[src/rtl/alu_mc_unit.sv]
// ============================================================================
// alu_mc_unit : multi-cycle ALU with serial arithmetic shifter and shift-add
//               multiplier behind a start/busy/done handshake.
// Revision    : 1.0 - initial release
// ============================================================================
`default_nettype none

module alu_mc_unit #(
  parameter int WIDTH = 32,
  parameter int SHW   = $clog2(WIDTH)
) (
  input  logic             clk_i,
  input  logic             rst_i,
  input  logic             start_i,
  input  logic [2:0]       ALUOp_i,
  input  logic [5:0]       funct_i,
  input  logic [WIDTH-1:0] src1_i,
  input  logic [WIDTH-1:0] src2_i,
  input  logic [SHW-1:0]   shamt_i,
  output logic [3:0]       ALUCtrl_o,
  output logic [WIDTH-1:0] result_o,
  output logic             zero_o,
  output logic             busy_o,
  output logic             done_o,
  output logic             illegal_o
);

  localparam int                CW       = SHW + 1;
  localparam logic [CW-1:0]     CNT_ONE  = CW'(1);
  localparam logic [CW-1:0]     CNT_MUL  = CW'(WIDTH);

  typedef enum logic [1:0] {
    S_IDLE  = 2'd0,
    S_SHIFT = 2'd1,
    S_MUL   = 2'd2,
    S_DONE  = 2'd3
  } state_t;

  typedef enum logic [1:0] {
    K_ONE   = 2'd0,
    K_SHIFT = 2'd1,
    K_MUL   = 2'd2
  } kind_t;

  state_t           state_q;
  logic [CW-1:0]    cnt_q;
  logic [3:0]       ctrl_q;
  logic [WIDTH-1:0] result_q;
  logic             zero_q;
  logic             busy_q;
  logic             done_q;
  logic             illegal_q;
  logic [WIDTH-1:0] opa_q;
  logic [WIDTH-1:0] opb_q;
  logic [WIDTH-1:0] acc_q;

  logic [3:0]       ctrl_d;
  logic [WIDTH-1:0] res_d;
  logic             ill_d;
  kind_t            kind_d;
  logic [SHW-1:0]   amt_d;
  logic [WIDTH-1:0] shift_nxt;
  logic [WIDTH-1:0] mul_sum;

  always_comb begin
    ctrl_d = 4'b0000;
    res_d  = '0;
    ill_d  = 1'b0;
    kind_d = K_ONE;
    amt_d  = '0;
    case (ALUOp_i)
      3'b010: begin
        case (funct_i)
          6'h20: begin ctrl_d = 4'b0010; res_d = src1_i + src2_i; end
          6'h22: begin ctrl_d = 4'b0110; res_d = src1_i - src2_i; end
          6'h24: begin ctrl_d = 4'b0000; res_d = src1_i & src2_i; end
          6'h25: begin ctrl_d = 4'b0001; res_d = src1_i | src2_i; end
          6'h2a: begin
            ctrl_d = 4'b0111;
            res_d  = {{(WIDTH-1){1'b0}}, ($signed(src1_i) < $signed(src2_i))};
          end
          6'h03: begin ctrl_d = 4'b1001; kind_d = K_SHIFT; amt_d = shamt_i; end
          6'h07: begin ctrl_d = 4'b1001; kind_d = K_SHIFT; amt_d = src1_i[SHW-1:0]; end
          6'h18: begin ctrl_d = 4'b1011; kind_d = K_MUL; end
          default: ill_d = 1'b1;
        endcase
      end
      3'b001: begin ctrl_d = 4'b0110; res_d = src1_i - src2_i; end
      3'b011: begin
        ctrl_d = 4'b1000;
        res_d  = {{(WIDTH-1){1'b0}}, (src1_i < src2_i)};
      end
      3'b100: begin ctrl_d = 4'b0001; res_d = src1_i | src2_i; end
      3'b101: begin ctrl_d = 4'b1100; res_d = src2_i << (WIDTH/2); end
      default: ill_d = 1'b1;
    endcase
  end

  assign shift_nxt = {opa_q[WIDTH-1], opa_q[WIDTH-1:1]};
  assign mul_sum   = acc_q + (opb_q[0] ? opa_q : '0);

  always_ff @(posedge clk_i) begin
    if (rst_i) begin
      state_q   <= S_IDLE;
      cnt_q     <= '0;
      ctrl_q    <= 4'b0000;
      result_q  <= '0;
      zero_q    <= 1'b1;
      busy_q    <= 1'b0;
      done_q    <= 1'b0;
      illegal_q <= 1'b0;
      opa_q     <= '0;
      opb_q     <= '0;
      acc_q     <= '0;
    end else begin
      case (state_q)
        S_IDLE: begin
          if (start_i) begin
            ctrl_q <= ctrl_d;
            busy_q <= 1'b1;
            case (kind_d)
              K_SHIFT: begin
                opa_q <= src2_i;
                if (amt_d == '0) begin
                  state_q  <= S_DONE;
                  result_q <= src2_i;
                  zero_q   <= (src2_i == '0);
                  done_q   <= 1'b1;
                end else begin
                  cnt_q   <= {1'b0, amt_d};
                  state_q <= S_SHIFT;
                end
              end
              K_MUL: begin
                opa_q   <= src1_i;
                opb_q   <= src2_i;
                acc_q   <= '0;
                cnt_q   <= CNT_MUL;
                state_q <= S_MUL;
              end
              default: begin
                state_q   <= S_DONE;
                result_q  <= res_d;
                zero_q    <= (res_d == '0);
                done_q    <= 1'b1;
                illegal_q <= ill_d;
              end
            endcase
          end
        end
        S_SHIFT: begin
          opa_q <= shift_nxt;
          cnt_q <= cnt_q - CNT_ONE;
          if (cnt_q == CNT_ONE) begin
            state_q  <= S_DONE;
            result_q <= shift_nxt;
            zero_q   <= (shift_nxt == '0);
            done_q   <= 1'b1;
          end
        end
        S_MUL: begin
          // Multiplicand walks left while the multiplier drains right, LSB first.
          acc_q <= mul_sum;
          opa_q <= opa_q << 1;
          opb_q <= opb_q >> 1;
          cnt_q <= cnt_q - CNT_ONE;
          if (cnt_q == CNT_ONE) begin
            state_q  <= S_DONE;
            result_q <= mul_sum;
            zero_q   <= (mul_sum == '0);
            done_q   <= 1'b1;
          end
        end
        default: begin
          state_q   <= S_IDLE;
          busy_q    <= 1'b0;
          done_q    <= 1'b0;
          illegal_q <= 1'b0;
        end
      endcase
    end
  end

  assign ALUCtrl_o = ctrl_q;
  assign result_o  = result_q;
  assign zero_o    = zero_q;
  assign busy_o    = busy_q;
  assign done_o    = done_q;
  assign illegal_o = illegal_q;

endmodule

`default_nettype wire

[config.mk]
export PLATFORM = sky130hd
export DESIGN_NAME = alu_mc_unit
export DESIGN_NICKNAME = d
export VERILOG_FILES = /design/src/rtl/alu_mc_unit.sv
export SDC_FILE = /design/constraint.sdc
export NUM_CORES = 1
export LEC_CHECK = 0
export CAP_MARGIN = 20
export CELL_PAD_IN_SITES_DETAIL_PLACEMENT = 1
export CELL_PAD_IN_SITES_GLOBAL_PLACEMENT = 2
export CORE_ASPECT_RATIO = 1.5
export CORE_MARGIN = 2
export CORE_UTILIZATION = 37
export DETAILED_ROUTE_END_ITERATION = 10
export PLACE_DENSITY = 0.95
export SETUP_SLACK_MARGIN = 0.4
export SYNTH_ARGS = -nofsm -noshare
export SYNTH_HDL_FRONTEND = slang
export SYNTH_SLANG_ARGS = --single-unit
export TNS_END_PERCENT = 30
[constraint.sdc]
create_clock -name clk_i -period 5.77 [get_ports clk_i]
set_clock_uncertainty 0.1 [all_clocks]
set_input_delay 1.154 -clock clk_i [delete_from_list [all_inputs] [get_ports clk_i]]
set_output_delay 1.154 -clock clk_i [all_outputs]
set_load 0.1 [all_outputs]
After elaboration in Yosys (flattened, before gate mapping) --
Index checks and enable logic that the tools add are counted.
Storage, ports and cells: flip-flop bits (word level) 144, input bits 81, output and inout port bits 40
Operators by class: add/subtract/negate cells 4, magnitude comparators 2, eq/ne operators 28, mux-type cells 51, bitwise operators 4, reduce and logical (&&, ||, !) cells 24
Operators by type and width (number):
- $mux W32 | 10
- $pmux W32 S5 | 2
- $pmux W32 S2 | 4
- $pmux W32 S3 | 2
- $logic_not A32 Y1 | 4
- $add A32 B32 Y32 | 2
- $lt A32 B32 Y1 | 2
- $and A32 B32 Y32 | 1
- $or A32 B32 Y32 | 1
- $sub A32 B32 Y32 | 1
- $eq A6 B6 Y1 const B | 5
- $pmux W4 S6 | 1
- $pmux W6 S2 | 2
- $pmux W4 S5 | 1
- $mux W6 | 2
- $pmux W1 S2 | 6
- $pmux W2 S2 | 3
- $reduce_and A4 Y1 | 3
- $mux W1 | 11
- $ne A2 B2 Y1 const B | 5
- $pmux W5 S2 | 1
- $reduce_and A3 Y1 | 3
- $mux W2 | 4
- $reduce_or A8 Y1 | 1
- other kinds (24) | 36

Depth between registers and ports, before layout --
word-level depth 9, mapped depth 15

Least setup slack after synthesis --
OpenSTA, ideal clock, no wires.
path kind input to register, from input src2_i[3], to register zero_q, in the netlist zero_o, library setup time 0.078 ns, arrival 3.876 ns, data required time 5.592 ns, path slack 1.716 ns, stages on the path 14, cell sequence inv_1 ha_1 buf_2 and3_1 or3_1 o21ba_1 o21a_1 nand2b_1 a221oi_2 mux2i_1 nand2_1 nor4_2 a31oi_1 nor3_1
Between the ends: longest elaborated chain between the ends 7, elaborated cells on any way between the ends 14
Ends and longest elaborated chain:
- from (decl) | RTL line 18 | input logic [WIDTH-1:0] src2_i,
- $sub A32 B32 Y32, or another cell as far along | RTL line 75, 88
- $pmux W32 S5 | RTL line 73 | case (funct_i)
- $pmux W32 S5 | RTL line 71 | case (ALUOp_i)
- $logic_not A32 Y1 | RTL line 144 | zero_q <= (res_d == '0);
- $pmux W1 S2 * | RTL line 121 | case (kind_d)
- $mux W1 * | RTL line 118 | if (start_i) begin
- $pmux W1 S3 * | RTL line 116 | case (state_q)
- to (signal assigned) | RTL line 127 | zero_q <= (src2_i == '0);
- to (signal assigned) | RTL line 144
- to (signal assigned) | RTL line 157 | zero_q <= (shift_nxt == '0);
- to (decl) | RTL line 49 | logic zero_q;
Mark *: on every way between the ends. The rest lies on a longest branch, timed or not. The select of a mux whose other input is x is not followed. A chain may end at the register's enable or synchronous reset.

Worst setup path after layout --
from input src1_i[0], to register zero_q, in the netlist zero_o
Between the ends: longest elaborated chain between the ends 7, elaborated cells on any way between the ends 17
Ends and longest elaborated chain:
- from (decl) | RTL line 17 | input logic [WIDTH-1:0] src1_i,
- $sub A32 B32 Y32, or another cell as far along | RTL line 75, 88
- $pmux W32 S5 | RTL line 73
- $pmux W32 S5 | RTL line 71
- $logic_not A32 Y1 | RTL line 144
- $pmux W1 S2 | RTL line 121
- $mux W1 | RTL line 118
- $pmux W1 S3 | RTL line 116
Several ways; a longest one is shown, not always the timed one. The select of a mux whose other input is x is not followed.

==> metrics.md <==
| Metric | Value |
|---|---|
| CTS Hold Buffers Added | `0` |
| Critical Path Sink Type | `flip-flop` |
| Post-synth cell types | `96` |
| Fin area | `0.01919 mm2` |
| Required time worst endpoint | `6060 ps` |
| Gr ovfl total | `0` |
| Slew HR | `28.46%` |
| RSZ-0062 raised after global routing | `false` |
| Synthesis Warnings | `0` |
| Vias in the first global route | `19530` |
| Post-DR wirelength/cell | `29.92 um` |
| Synthesized instance count | `2244` |
| Final hold vios | `0` |
| Pwr Density | `393.9 mW/mm2` |
| Post-DP Area | `0.01856 mm2` |
| Chip height | `257.2 um` |
| CTS tree | `built` |
| Initial Util | `37.53%` |
| Most crowded layer after global routing | `met2` |
| Worst hold start | `acc_q[30]` |
| Worst-path clk slew | `60 ps` |
| Root Buffer | `clkbuf_16` |
| Mapped Area | `0.01581 mm2` |
| H-tree Lvls | `4` |
| Share of layout cells above drive strength 1 | `11.02%` |
| R2R depth | `15` |
| Main synth FF type | `dfxtp_1` |
| Clock latency on the worst-skew pair | `470 ps` |
| Fillcell total | `5405` |
| Final GP Congestion | `1.026` |
| Core Box Area | `0.04213 mm2` |
| Worst R2R Start | `opb_q[0]` |
| Reg2reg end | `zero_o` |
| Status | `finished clean` |
| DRC viols | `0` |
| Avg Inst Size Synth | `7.046 um2` |
| Register area share after synthesis | `18.23%` |
| CTS Buffer Depth | `2` |
| DRT iter0 DRCs | `1214` |
| Leakage dissipation | `7.855 nW` |
| Largest cells by area after synthesis | `dfxtp_1 18%, ha_1 11%, a21oi_1 7.5%` |
| WHS Path Cells | `2` |
| Syn nets | `2473` |
| # port buffers | `120` |
| Setup TNS | `0 ps` |
| Postcts setup bufs | `0` |
| Die area | `0.04443 mm2` |
| Area share of the largest cell type after synthesis | `18.23%` |
| Number of synthesized flops with an enable pin | `0` |
| Register-to-register setup slack | `1140 ps` |
| Dominant cell type by area after synthesis | `dfxtp_1` |
| Critical path data arrival time | `5600 ps` |
| First-pass GRT wire length | `130500 um` |
| Area growth syn-to-layout | `21.35%` |
| Worst-margin pin slew | `1070 ps` |
| Pre-antenna DRT Iters | `5` |
| Cells after DPL | `2952` |
| F_max | `188.2 MHz` |
| Initial antenna violation count | `1` |
| Total power | `7.557 mW` |
| Hold Path Class | `reg -> reg` |
| Post-synthesis register bit count | `144` |
| Max-Cap Viols | `0` |
| Gr usage total | `39.29%` |
| Tmin final | `5313 ps` |
| Total CTS buffers | `17` |
| Async SR Flop Fraction | `0%` |
| Die width | `172.8 um` |
| Non-Filler Instances | `2986` |
| Post-route clock period utilization | `92.08%` |
| GRT met3 Usage | `5.437%` |
| I/O Pins | `121` |
| Final Util | `45.54%` |
| Worst Hold End | `acc_q[30]` |
| CP Class | `in -> reg` |
| Final Setup Violations | `0` |
| Drt total wl | `89330 um` |
| Rows | `92` |
| Dpl hpwl | `71340 um` |
| DRT antenna net count | `0` |
| Peak supply drop | `447.1 uV` |
| Largest net degree at the start of global routing | `73` |
| Clock Sinks | `144` |
| Met1 Resource Use GR | `43.19%` |
| GR Util met2 | `69.67%` |
| Slew Viols, Final | `0` |
| Ant diodes | `0` |
| DR vias/cell | `6.384` |
| Critical path fanouts, max | `4` |
| Final nets | `2638` |
| Critical path launch point type | `primary input` |
| DR vias | `19060` |
critical path: stages:
cell and delay (ps):
clkdlybuf4s50_1 560, inv_1 100, ha_1 240, fa_1 430
nor2_1 230, o311ai_1 180, a211oi_1 540, buf_4 220
a21oi_1 80, a221oi_1 300, o21ai_0 240, nor4_2 340
nand4_1 290, and4b_1 400, a31oi_1 100, nor3_1 190
where the power goes:
| group | total [mW] | internal [mW] | switching, mW |
|---|---|---|---|
| Clock | 1.16 | 0.631 | 0.529 |
| Combinational | 4.79 | 1.40 | 3.40 |
| Sequential | 1.60 | 1.28 | 0.320 |
| Total | 7.56 | 3.31 | 4.25 |
area by class of cell:
type / instances / area (um2) / share of cell area, %
Multi-Input combinational cell: 1833 / 11950 / 62.27
Sequential cell: 144 / 2883 / 15.03
Timing Repair Buffer: 302 / 2658 / 13.85
Tap cell: 564 / 705.7 / 3.678
Clock buffer: 21 / 470.5 / 2.452
Inverter: 111 / 416.7 / 2.172
Clock inverter: 11 / 105.1 / 0.5478
sequential cells by signal (all words and copies together), names as in the netlist, 2 cells and up:
register,cells
ALUCtrl_o,4
acc_q,32
cnt_q,6
opa_q,32
opb_q,32
result_o,32
state_q,2
kinds of logic after synthesis:
| logic type | synth area share, % |
|---|---|
| muxes | 3.949 |
| adders and majority gates | 11.86 |
| DFF | 18.23 |
| and+or+nand+nor | 24.14 |
| xor gates and xnor gates | 2.604 |
| AOI/OAI and AO/OA | 32.55 |
| buffers and inverters | 6.671 |
cell usage in the layout, fill, tap and decap left out, types with 11 or more instances in the layout:
cell type,count
a211oi_1,78
a311oi_1,23
nand2_1,230
o211ai_1,28
inv_1,107
and2_1,45
o22ai_1,13
o21a_1,14
nor4_1,34
nand3_1,45
a2111oi_0,11
mux2i_1,59
o211a_1,22
clkdlybuf4s50_1,119
o221ai_1,17
xnor2_1,29
and3_1,18
nor2b_1,21
clkbuf_16,17
a22oi_1,11
a21oi_1,235
xor2_1,18
dfxtp_1,144
nor3_1,54
nand4_1,20
a31oi_1,27
nand2b_1,13
o21ai_0,105
ha_1,142
a221oi_1,26
a21o_1,32
buf_4,175
nor2_1,272
worst max path at each step:
stage	startpoint	end	depth (start not counted)
final	src1_i[0]	zero_o	16
after CTS	src2_i[9]	zero_o	14
after global placement	src2_i[9]	zero_o	14
after global routing	src1_i[0]	zero_o	16
after floorplan	src2_i[3]	zero_o	14
after detailed placement	src1_i[2]	zero_o	14
layer usage:
metal,up-vias,wire [um]
met1,9501,33410
li1,8556,-
met4,2,7274
met2,720,44170
met5,-,11
met3,283,4467
synth_stat cells (6+ instances only):
master and instances:
ha_1 145, a221o_1 8, buf_2 21, a21oi_1 238, nor4b_1 6, clkbuf_1 119
inv_1 107, o21a_1 14, a31oi_1 27, nand4_1 20, o21ai_0 105, nor2b_1 21
o31ai_1 10, nand2_1 230, a2111oi_0 12, a221oi_1 26, or3_1 9, o221ai_1 17
a21o_1 33, or2_2 10, and2_1 45, a41oi_1 6, nor3b_1 10, nor2_1 273
o211ai_1 28, nand3_1 45, xor2_1 18, dfxtp_1 144, xnor2_1 29, nor3_1 55
mux2i_1 59, nor4_1 34, o21bai_1 10, a22oi_1 11, o211a_1 22, a311oi_1 23
buf_1 11, and3_1 18, o2111ai_1 7, a211oi_1 80, nand2b_1 13, o22ai_1 14
through the flow:
stage / hold WS (ps) / worst slack [ps]
floorplan: 336.2 / 1716
global placement: 342.7 / -195.1
detailed placement: 350.9 / -84.72
CTS: 360.2 / 517.9
global route: 377.8 / 432.5
finish: 360.7 / 457.0
what timing repair did:
action | CTS | global route
resized for setup | 1 | 3
cloned | 0 | 0
setup endpoints to repair | 1 | 1
pin swaps | 0 | 0
Note: power is estimated with default switching activity, not from simulation.
